[config.mk]
export PLATFORM = sky130hd
export DESIGN_NAME = uart_rx_ctrl_flat
export DESIGN_NICKNAME = d
export VERILOG_FILES = /design/src/rtl/uart_pkg.sv /design/src/rtl/uart_rx_ctrl_if.sv /design/src/rtl/uart_sync_fifo.sv /design/src/rtl/uart_rx_ctrl.sv /design/src/flat_wrapper.sv
export SDC_FILE = /design/constraint.sdc
export NUM_CORES = 1
export LEC_CHECK = 0
export BUFFER_PORTS_ARGS = -buffer_cell sky130_fd_sc_hd__buf_2
export CORE_ASPECT_RATIO = 1.25
export CORE_MARGIN = 2
export CORE_UTILIZATION = 60
export CTS_CLUSTER_SIZE = 40
export DETAILED_ROUTE_END_ITERATION = 10
export MAX_ROUTING_LAYER = met4
export PLACE_DENSITY_LB_ADDON = 0.12
export SETUP_SLACK_MARGIN = 0.15
export SYNTH_ARGS = -nofsm -noshare
export SYNTH_HDL_FRONTEND = slang
export SYNTH_SLANG_ARGS = --single-unit
[constraint.sdc]
create_clock -name i_clk -period 2.8 [get_ports i_clk]
set_input_delay 0 -clock i_clk [delete_from_list [all_inputs] [get_ports i_clk]]
set_output_delay 0 -clock i_clk [all_outputs]
set_load 0.05 [all_outputs]
[src/rtl/uart_pkg.sv]
// Shared definitions for the UART receive path: timeout FSM states,
// frame length and the FIFO pointer/level width helper.
package uart_pkg;

  // Character-gap timeout states.
  typedef enum logic [1:0] {
    TO_IDLE  = 2'd0,
    TO_COUNT = 2'd1,
    TO_FIRED = 2'd2
  } to_state_t;

  // Start bit + 8 data bits + stop bit.
  localparam int unsigned UART_FRAME_BITS = 10;

  // Pointer/level width: address bits plus one wrap bit.
  function automatic int unsigned ptr_width(input int unsigned depth);
    return $clog2(depth) + 1;
  endfunction

endpackage

[src/rtl/uart_rx_ctrl_if.sv]
// Bus-side and uart_rx-side signals of uart_rx_ctrl.
// master: drives the i_* signals; slave: the controller itself.
interface uart_rx_ctrl_if
  import uart_pkg::*;
#(
  parameter int unsigned DATA_BITS  = 8,
  parameter int unsigned FIFO_DEPTH = 16
);
  localparam int unsigned LW = ptr_width(FIFO_DEPTH);

  logic                 i_rx_data_ready;
  logic [DATA_BITS-1:0] i_rx_data;
  logic                 i_rx_busy;
  logic                 i_rd_en;
  logic [DATA_BITS-1:0] o_rd_data;
  logic                 o_rd_valid;
  logic                 o_empty;
  logic                 o_full;
  logic [LW-1:0]        o_level;
  logic [LW-1:0]        i_irq_threshold;
  logic                 i_overrun_clr;
  logic                 o_overrun;
  logic                 o_timeout;
  logic                 o_irq;

  modport master (
    output i_rx_data_ready, i_rx_data, i_rx_busy, i_rd_en,
           i_irq_threshold, i_overrun_clr,
    input  o_rd_data, o_rd_valid, o_empty, o_full, o_level,
           o_overrun, o_timeout, o_irq
  );

  modport slave (
    input  i_rx_data_ready, i_rx_data, i_rx_busy, i_rd_en,
           i_irq_threshold, i_overrun_clr,
    output o_rd_data, o_rd_valid, o_empty, o_full, o_level,
           o_overrun, o_timeout, o_irq
  );

endinterface

[src/rtl/uart_sync_fifo.sv]
// Synchronous FIFO for received characters. Pointers carry an extra wrap
// bit so full and empty are distinguishable; a push into a full FIFO is
// only accepted when a pop frees the head slot in the same cycle.
module uart_sync_fifo
  import uart_pkg::*;
#(
  parameter  int unsigned DATA_BITS  = 8,
  parameter  int unsigned FIFO_DEPTH = 16,
  localparam int unsigned LW         = ptr_width(FIFO_DEPTH)
) (
  input  logic                 clk,
  input  logic                 rst,
  input  logic                 push,
  input  logic                 pop,
  input  logic [DATA_BITS-1:0] wr_data,
  output logic [DATA_BITS-1:0] rd_data,
  output logic                 rd_valid,
  output logic                 full,
  output logic                 empty,
  output logic [LW-1:0]        level
);
  localparam int unsigned    AW      = LW - 1;
  localparam logic [LW-1:0]  PTR_ONE = LW'(1);

  logic [DATA_BITS-1:0] mem [FIFO_DEPTH];
  logic [LW-1:0]        wr_ptr;
  logic [LW-1:0]        rd_ptr;
  logic                 pop_ok;
  logic                 push_ok;

  assign empty   = (wr_ptr == rd_ptr);
  assign full    = (wr_ptr[AW] != rd_ptr[AW]) &&
                   (wr_ptr[AW-1:0] == rd_ptr[AW-1:0]);
  assign level   = wr_ptr - rd_ptr;
  assign pop_ok  = pop && !empty;
  assign push_ok = push && (!full || pop_ok);

  // Pointer advance on accepted push/pop.
  always_ff @(posedge clk or posedge rst) begin
    if (rst) begin
      wr_ptr <= '0;
      rd_ptr <= '0;
    end else begin
      if (push_ok) wr_ptr <= wr_ptr + PTR_ONE;
      if (pop_ok)  rd_ptr <= rd_ptr + PTR_ONE;
    end
  end

  // Storage write; contents need no reset since pointers gate visibility.
  always_ff @(posedge clk) begin
    if (push_ok) mem[wr_ptr[AW-1:0]] <= wr_data;
  end

  // Registered read port: head byte plus one-cycle valid pulse.
  always_ff @(posedge clk or posedge rst) begin
    if (rst) begin
      rd_data  <= '0;
      rd_valid <= 1'b0;
    end else begin
      rd_valid <= pop_ok;
      if (pop_ok) rd_data <= mem[rd_ptr[AW-1:0]];
    end
  end

endmodule

[src/rtl/uart_rx_ctrl.sv]
// Receive-side controller: buffers bytes from uart_rx in a FIFO, serves
// bus pops, keeps a sticky overrun flag, a character-gap timeout and a
// registered interrupt. Define UART_RX_TIMEOUT_EN to build the timeout
// FSM; otherwise o_timeout is tied low.
module uart_rx_ctrl
  import uart_pkg::*;
#(
  parameter int unsigned DATA_BITS      = 8,
  parameter int unsigned FIFO_DEPTH     = 16,
  parameter int unsigned CYCLES_PER_BIT = 108,
  parameter int unsigned TIMEOUT_CHARS  = 4
) (
  input logic           i_clk,
  input logic           i_rst,
  uart_rx_ctrl_if.slave bus
);
  localparam int unsigned LW = ptr_width(FIFO_DEPTH);

  logic          push;
  logic          pop_ok;
  logic          empty;
  logic          full;
  logic [LW-1:0] level;
  logic          overrun;
  logic          timeout;
  logic          level_hit;
  logic          irq;

  assign push   = bus.i_rx_data_ready;
  assign pop_ok = bus.i_rd_en && !empty;

  uart_sync_fifo #(
    .DATA_BITS  (DATA_BITS),
    .FIFO_DEPTH (FIFO_DEPTH)
  ) u_fifo (
    .clk      (i_clk),
    .rst      (i_rst),
    .push     (push),
    .pop      (bus.i_rd_en),
    .wr_data  (bus.i_rx_data),
    .rd_data  (bus.o_rd_data),
    .rd_valid (bus.o_rd_valid),
    .full     (full),
    .empty    (empty),
    .level    (level)
  );

  // Sticky overrun: a dropped byte sets it, set beats a same-cycle clear.
  always_ff @(posedge i_clk or posedge i_rst) begin
    if (i_rst) begin
      overrun <= 1'b0;
    end else if (push && full && !pop_ok) begin
      overrun <= 1'b1;
    end else if (bus.i_overrun_clr) begin
      overrun <= 1'b0;
    end
  end

`ifdef UART_RX_TIMEOUT_EN
  localparam int unsigned    TO_CYCLES = TIMEOUT_CHARS * UART_FRAME_BITS * CYCLES_PER_BIT;
  localparam int unsigned    CW        = $clog2(TO_CYCLES);
  localparam logic [CW-1:0]  TO_LOAD   = CW'(TO_CYCLES - 1);
  localparam logic [CW-1:0]  CNT_ONE   = CW'(1);

  to_state_t     state;
  to_state_t     state_nx;
  logic [CW-1:0] cnt;
  logic [CW-1:0] cnt_nx;

  // Timeout state and down-counter registers.
  always_ff @(posedge i_clk or posedge i_rst) begin
    if (i_rst) begin
      state <= TO_IDLE;
      cnt   <= '0;
    end else begin
      state <= state_nx;
      cnt   <= cnt_nx;
    end
  end

  // Next state: any FIFO or receiver activity restarts the gap count.
  always_comb begin
    state_nx = state;
    cnt_nx   = cnt;
    case (state)
      TO_IDLE: begin
        if (!empty && !bus.i_rx_busy) begin
          state_nx = TO_COUNT;
          cnt_nx   = TO_LOAD;
        end
      end
      TO_COUNT: begin
        if (empty) begin
          state_nx = TO_IDLE;
        end else if (push || pop_ok || bus.i_rx_busy) begin
          cnt_nx = TO_LOAD;
        end else if (cnt == '0) begin
          state_nx = TO_FIRED;
        end else begin
          cnt_nx = cnt - CNT_ONE;
        end
      end
      TO_FIRED: begin
        if (pop_ok || empty) begin
          state_nx = TO_IDLE;
        end else if (push) begin
          state_nx = TO_COUNT;
          cnt_nx   = TO_LOAD;
        end
      end
      default: state_nx = TO_IDLE;
    endcase
  end

  assign timeout = (state == TO_FIRED);
`else
  assign timeout = 1'b0;
`endif

  assign level_hit = (bus.i_irq_threshold != '0) && (level >= bus.i_irq_threshold);

  // Interrupt is registered, so it trails its sources by one cycle.
  always_ff @(posedge i_clk or posedge i_rst) begin
    if (i_rst) begin
      irq <= 1'b0;
    end else begin
      irq <= level_hit || timeout || overrun;
    end
  end

  assign bus.o_empty   = empty;
  assign bus.o_full    = full;
  assign bus.o_level   = level;
  assign bus.o_overrun = overrun;
  assign bus.o_timeout = timeout;
  assign bus.o_irq     = irq;

endmodule
[src/flat_wrapper.sv]
// flat-port wrapper written by rule: the top's interface ports become plain ports
module uart_rx_ctrl_flat import uart_pkg::*;
#(
  parameter int unsigned DATA_BITS      = 8,
  parameter int unsigned FIFO_DEPTH     = 16,
  parameter int unsigned CYCLES_PER_BIT = 108,
  parameter int unsigned TIMEOUT_CHARS  = 4
)
  (i_clk, i_rst, bus_i_rx_data_ready, bus_i_rx_data, bus_i_rx_busy, bus_i_rd_en, bus_i_irq_threshold, bus_i_overrun_clr, bus_o_rd_data, bus_o_rd_valid, bus_o_empty, bus_o_full, bus_o_level, bus_o_overrun, bus_o_timeout, bus_o_irq);
  uart_rx_ctrl_if #(.DATA_BITS(DATA_BITS), .FIFO_DEPTH(FIFO_DEPTH)) bus_i ();
  input logic i_clk;
  input logic i_rst;
  input wire logic [$bits(bus_i.i_rx_data_ready)-1:0] bus_i_rx_data_ready;
  input wire logic [$bits(bus_i.i_rx_data)-1:0] bus_i_rx_data;
  input wire logic [$bits(bus_i.i_rx_busy)-1:0] bus_i_rx_busy;
  input wire logic [$bits(bus_i.i_rd_en)-1:0] bus_i_rd_en;
  input wire logic [$bits(bus_i.i_irq_threshold)-1:0] bus_i_irq_threshold;
  input wire logic [$bits(bus_i.i_overrun_clr)-1:0] bus_i_overrun_clr;
  output wire logic [$bits(bus_i.o_rd_data)-1:0] bus_o_rd_data;
  output wire logic [$bits(bus_i.o_rd_valid)-1:0] bus_o_rd_valid;
  output wire logic [$bits(bus_i.o_empty)-1:0] bus_o_empty;
  output wire logic [$bits(bus_i.o_full)-1:0] bus_o_full;
  output wire logic [$bits(bus_i.o_level)-1:0] bus_o_level;
  output wire logic [$bits(bus_i.o_overrun)-1:0] bus_o_overrun;
  output wire logic [$bits(bus_i.o_timeout)-1:0] bus_o_timeout;
  output wire logic [$bits(bus_i.o_irq)-1:0] bus_o_irq;
  assign bus_i.i_rx_data_ready = bus_i_rx_data_ready;
  assign bus_i.i_rx_data = bus_i_rx_data;
  assign bus_i.i_rx_busy = bus_i_rx_busy;
  assign bus_i.i_rd_en = bus_i_rd_en;
  assign bus_i.i_irq_threshold = bus_i_irq_threshold;
  assign bus_i.i_overrun_clr = bus_i_overrun_clr;
  assign bus_o_rd_data = bus_i.o_rd_data;
  assign bus_o_rd_valid = bus_i.o_rd_valid;
  assign bus_o_empty = bus_i.o_empty;
  assign bus_o_full = bus_i.o_full;
  assign bus_o_level = bus_i.o_level;
  assign bus_o_overrun = bus_i.o_overrun;
  assign bus_o_timeout = bus_i.o_timeout;
  assign bus_o_irq = bus_i.o_irq;
  uart_rx_ctrl #(.DATA_BITS(DATA_BITS), .FIFO_DEPTH(FIFO_DEPTH), .CYCLES_PER_BIT(CYCLES_PER_BIT), .TIMEOUT_CHARS(TIMEOUT_CHARS)) u_core (.i_clk(i_clk), .i_rst(i_rst), .bus(bus_i));
endmodule
* After elaboration in Yosys (flattened, before gate mapping)
Memory sizes are Yosys's and may differ from the RTL's. A register that Yosys moved wholly into a read port is not among the register bits. Cells that the tools add are included.
Operators by class: magnitude comparators 1, divide/modulo/power cells 0, mux-type cells 4, shifts and indexed selects 0, equal/unequal tests 3, bitwise logic cells 0, add/subtract/negate cells 3, reduce and logical (&&, ||, !) cells 13, multipliers 0
Operator list (number):
- 5-bit by 1-bit adder with 5-bit output, second input constant | 2
- 1-bit logical AND | 6
- 5-bit == test | 1
- 5-bit greater-or-equal comparator | 1
- 5-bit nonzero test | 1
- 5-bit subtractor | 1
- 4-bit == test | 1
- 1-bit 2-to-1 mux | 4
- 1-bit zero test | 3
- 1-bit logical OR | 2
- 2-bit nonzero test | 1
- 1-bit != test | 1
Word-level totals: bits in read-only memories 0, memories 1, memory bits (writable) 128, bits in registers 13, bits of input ports 19, output and inout bits 19, latch bits 0
Memory list:
- u_core.u_fifo.mem | depth 16, width 8, read ports 1, clocked after Yosys merged registers in 1, write ports 1, line uart_sync_fifo.sv:25 | logic [DATA_BITS-1:0] mem [FIFO_DEPTH];

* Depth between registers and ports, before layout
word-level depth 7, mapped depth 10, depth with buffers taken out 10

* Modules after synthesis
A second synthesis with hierarchy kept.
Unflattened totals: cells, all modules 384, area, all modules 6218.5 sq um
By module, submodules not included:
- uart_sync_fifo | area an instance 5990.7 sq um, cells each 357, instances 1
- uart_rx_ctrl | area an instance 227.7 sq um, cells each 27, instances 1

* Worst setup path before layout
No wires, ideal clock.
path type flip-flop to flip-flop, from register u_core.u_fifo.wr_ptr[0], to register u_core.irq (netlist: u_core.bus.o_irq), required time 2.664 ns, clock period less this slack 3.034 ns, arrival 2.898 ns, stages on the path, launching flop included 10, setup slack -0.234 ns, setup time 0.136 ns, path buffers 0, cell sequence dfrtp_1 > inv_1 > ha_1 > inv_1 > fa_1 > xor2_1 > ha_1 > a21o_1 > a2111oi_0 > nor3_1
Between the ends: word-level cells in the longest chain between the ends 4
RTL lines:
- start: declaration | line uart_sync_fifo.sv:26 | logic [LW-1:0] wr_ptr;
- start signal: assignment | line uart_sync_fifo.sv:44 | if (push_ok) wr_ptr <= wr_ptr + PTR_ONE;
- 5-bit subtractor | line uart_sync_fifo.sv:34 | assign level = wr_ptr - rd_ptr;
- via bus_o_level[2] | line flat_wrapper.sv:23 | output wire logic [$bits(bus_i.o_level)-1:0] bus_o_level;
- 5-bit greater-or-equal comparator | line uart_rx_ctrl.sv:120 | assign level_hit = (bus.i_irq_threshold != '0) && (level >= bus.i_irq_threshold);
- 1-bit logical AND | line uart_rx_ctrl.sv:120
- 1-bit logical OR | line uart_rx_ctrl.sv:127 | irq <= level_hit || timeout || overrun;
- end signal: assignment | line uart_rx_ctrl.sv:127
- end: declaration | line uart_rx_ctrl.sv:27 | logic irq;
The timed path passes the listed nets, and every way through them passes these cells. A chain may end at the register's enable or synchronous reset.

* Worst setup path after layout
from register u_core.u_fifo.wr_ptr[0], to register u_core.irq (netlist: u_core.bus.o_irq)
Between the ends: word-level cells in the longest chain between the ends 4
RTL lines (line):
- 5-bit subtractor | uart_sync_fifo.sv:34
- 5-bit greater-or-equal comparator | uart_rx_ctrl.sv:120
- 1-bit logical AND | uart_rx_ctrl.sv:120
- 1-bit logical OR | uart_rx_ctrl.sv:127
Every way passes these cells.

==> results_dict.tcl <==
set metrics [dict create \
    drive_above_1_share_pct 24.4 \
    area_growth_pct 18.1 \
    finalSetupViolCount 0 \
    vias 3359 \
    postRouteAntennaNets 0 \
    grt_first_pass_wirelength_um 18300 \
    timing.rr.end "u_core.bus.o_irq$_DFF_PP0_" \
    synthCells 361 \
    hp-start "bus_i_irq_threshold[4]" \
    p_leak_nw 2.71 \
    slew_violations 0 \
    place_congestion 0.810 \
    die-area_mm2 0.0111 \
    nets 468 \
    dpl_cell_area_mm2 0.00654 \
    grt_setup_unrepaired "false" \
    synth_largest_area_cell "edfxtp_1" \
    place_inst 530 \
    grt_use_total_pct 24.1 \
    reg2regPathDepth 9 \
    grt_max_degree 38 \
    power.total_mw 8.47 \
    synth.top_cell.area_share_pct 62.6 \
    vias_per_cell 5.83 \
    synth_top_family_by_area "multiplexers" \
    ir_worst_vdd_v 0.000585 \
    fin_cells 576 \
    cts-root-buf "clkbuf_16" \
    grt_overflow_total 0 \
    post-dp-hpwl_um 7820 \
    firstDrtPassIters 5 \
    relSlewSlack_pct 41.6 \
    coreArea_mm2 0.0101 \
    synth.area.top_cells "edfxtp_1 (63%), dfrtp_1 (8.6%), mux2i_1 (5.2%)" \
    outcome "finished clean" \
    regToRegStartpoint "u_core.u_fifo.wr_ptr[0]$_DFFE_PP0P_" \
    diodes 0 \
    start_kind "register" \
    drv_cap 0 \
    die_w_um 94.5 \
    syn-cell-area_mm2 0.00614 \
    synth-seq-cells 149 \
    synthMuxAreaShare_pct 11.4 \
    finalInstanceArea_mm2 0.00725 \
    synthAdderAreaFrac_pct 3.18 \
    fin_tns_setup_ns 0 \
    die_height_um 117 \
    critPathMaxFanout 4 \
    synth-xor-area-share_pct 1.85 \
    ys_seq_area_share_pct 71.1 \
    endpoint_kind "register" \
    num_rows 41 \
    post_synth_num_cell_types 38 \
    clockBufferDepth 2 \
    cp_data_required_time_ns 3.09 \
    p_per_area_mw_per_mm2 1170 \
    drc_errors 0 \
    clock_sinks 149 \
    critPathArrivalTime_ns 2.75 \
    hold_violations 0 \
    final.min_clock_period_ns 2.46 \
    yosysWarnings 0 \
    start_util_pct 61.1 \
    post_drt_wl_per_cell_um 20.5 \
    ios 38 \
    cts_tree "yes" \
    path_clk_slew_ns 0.06 \
    antenna_found_initial 0 \
    clk_latency_ns 0.41 \
    numCtsBuffers 17 \
    hold_end "u_core.bus.o_irq$_DFF_PP0_" \
    wl_um 11800 \
    synth_compound_area_share_pct 4.44 \
    reg2reg_slack_ns 0.34 \
    fin_crit_sh_pct 87.9 \
    clock_skew_ns 0.00753 \
    drtIter0Drc 251 \
    synth_nets 395 \
    htreeDepth 4 \
    hold_class "input port to register" \
    min_path_cells 5 \
    worst_slew_pin_slew_ns 0.876 \
    syn_area_per_cell_um2 17.0 \
    yosys.area_share.simple_pct 4.97 \
    clock.fmax_mhz 406 \
    grt_pass1_vias 3361 \
    placement.io_buffers 35 \
    path_class "register to register" \
]
==> power breakdown <==
part,internal (mW),switching (mW)
registers,2.76,0.195
clock network,1.27,0.847
logic,1.23,2.18
==> cell type report <==
type                       instances  area, µm²
multi-input combinational        182       1640
clock buffer                      21        460
timing repair buffer              69        465
clock inverter                    11        103
fill                             651       2800
tap                              129        161
inverter                          15       56.3
sequential                       149       4370
==> state kept, by name, summed over array words and instances, names as in the netlist <==
signal and cells:
u_core.bus.o_irq 1, u_core.u_fifo.wr_ptr 5, u_core.u_fifo.mem 128, u_core.bus.o_overrun 1, u_core.u_fifo.rd_ptr 5, u_core.u_fifo.rd_valid 1, u_core.u_fifo.rd_data 8
==> worst max-delay path by stage <==
stage | start | end | slack, ns
after detailed placement | u_core.u_fifo.wr_ptr[0]$_DFFE_PP0P_ | u_core.bus.o_irq$_DFF_PP0_ | 0.25
after global placement | u_core.u_fifo.wr_ptr[0]$_DFFE_PP0P_ | u_core.bus.o_irq$_DFF_PP0_ | 0.33
after floorplan | u_core.u_fifo.wr_ptr[0]$_DFFE_PP0P_ | u_core.bus.o_irq$_DFF_PP0_ | 0.21
after global routing | u_core.u_fifo.wr_ptr[0]$_DFFE_PP0P_ | u_core.bus.o_irq$_DFF_PP0_ | 0.20
after CTS | u_core.u_fifo.wr_ptr[0]$_DFFE_PP0P_ | u_core.bus.o_irq$_DFF_PP0_ | 0.25
final | u_core.u_fifo.wr_ptr[0]$_DFFE_PP0P_ | u_core.bus.o_irq$_DFF_PP0_ | 0.34
==> stage by stage <==
step	hold slack [ns]	worst slack (ns)	utilization, %
2_1_floorplan	-0.0235	0.209	-
3_3_place_gp	0.194	0.333	65.0
3_5_place_dp	0.201	0.251	65.0
4_1_cts	0.0663	0.245	72.0
5_1_grt	0.128	0.197	72.1
6_report	0.0886	0.338	72.1
==> metal layers <==
metal | vias to the layer above | GRT usage [%] | wire (µm)
met1 | 1697 | 30.3 | 4940
met5 | - | - | 0
met3 | 8 | 4.99 | 630
li1 | 1549 | - | -
met4 | 0 | 7.25 | 74
met2 | 105 | 40.2 | 6170
==> what timing repair did <==
item / CTS / global route
buffers inserted: 0 / 0
resized for setup: 0 / 3
hold buffers: 14 / 0
hold endpoints to repair: 152 / 0
setup endpoints to repair: 0 / 1
==> Yosys cell counts (all sizes together) <==
master,instances
nand3,3
mux4,16
xnor2,11
or4,1
nand2b,3
ha,14
nand4,5
or3,1
conb,1
o22ai,16
a2111oi,1
inv,15
mux2i,32
clkbuf,2
nand2,9
nor3,16
edfxtp,128
dfrtp,21
fa,1
nor2b,1
buf,13
xor2,2
a21o,4
a21oi,10
a22oi,8
o21ai,4
nor2,23
==> placed cells by master (no fill, tap or decap), types with 5 or more instances in the layout <==
cell and n:
a21oi_1 9, dlygate4sd3_1 14, a22oi_1 8, nand2_1 8, o22ai_1 16, ha_1 14, mux4_1 5, mux2i_1 32
inv_1 14, nor3_1 15, buf_2 35, clkbuf_16 17, nor2_1 23, edfxtp_1 128, dfrtp_1 20, mux4_2 11
buf_4 20, xnor2_1 9
==> cells by family (layout without fill, tap and decap cells) <==
| family | Yosys count | after routing |
|---|---|---|
| adders and majority gates | 15 | 15 |
| muxes | 48 | 48 |
| DFF | 149 | 149 |
| xor gates and xnor gates | 13 | 13 |
| buffers and inverters | 30 | 116 |
| AOI/OAI and AO/OA | 43 | 43 |
| and+or+nand+nor | 62 | 62 |
| other | 1 | 1 |
==> critical path, cell delays in order (launching register included) <==
cell and delay (ns):
dfrtp_1 0.41, inv_1 0.16, ha_1 0.16, inv_1 0.06
fa_2 0.53, ha_1 0.22, a21o_1 0.16, a21o_1 0.18
a2111oi_2 0.36, nor3_1 0.09
Note: power is estimated with default switching activity, not from simulation.
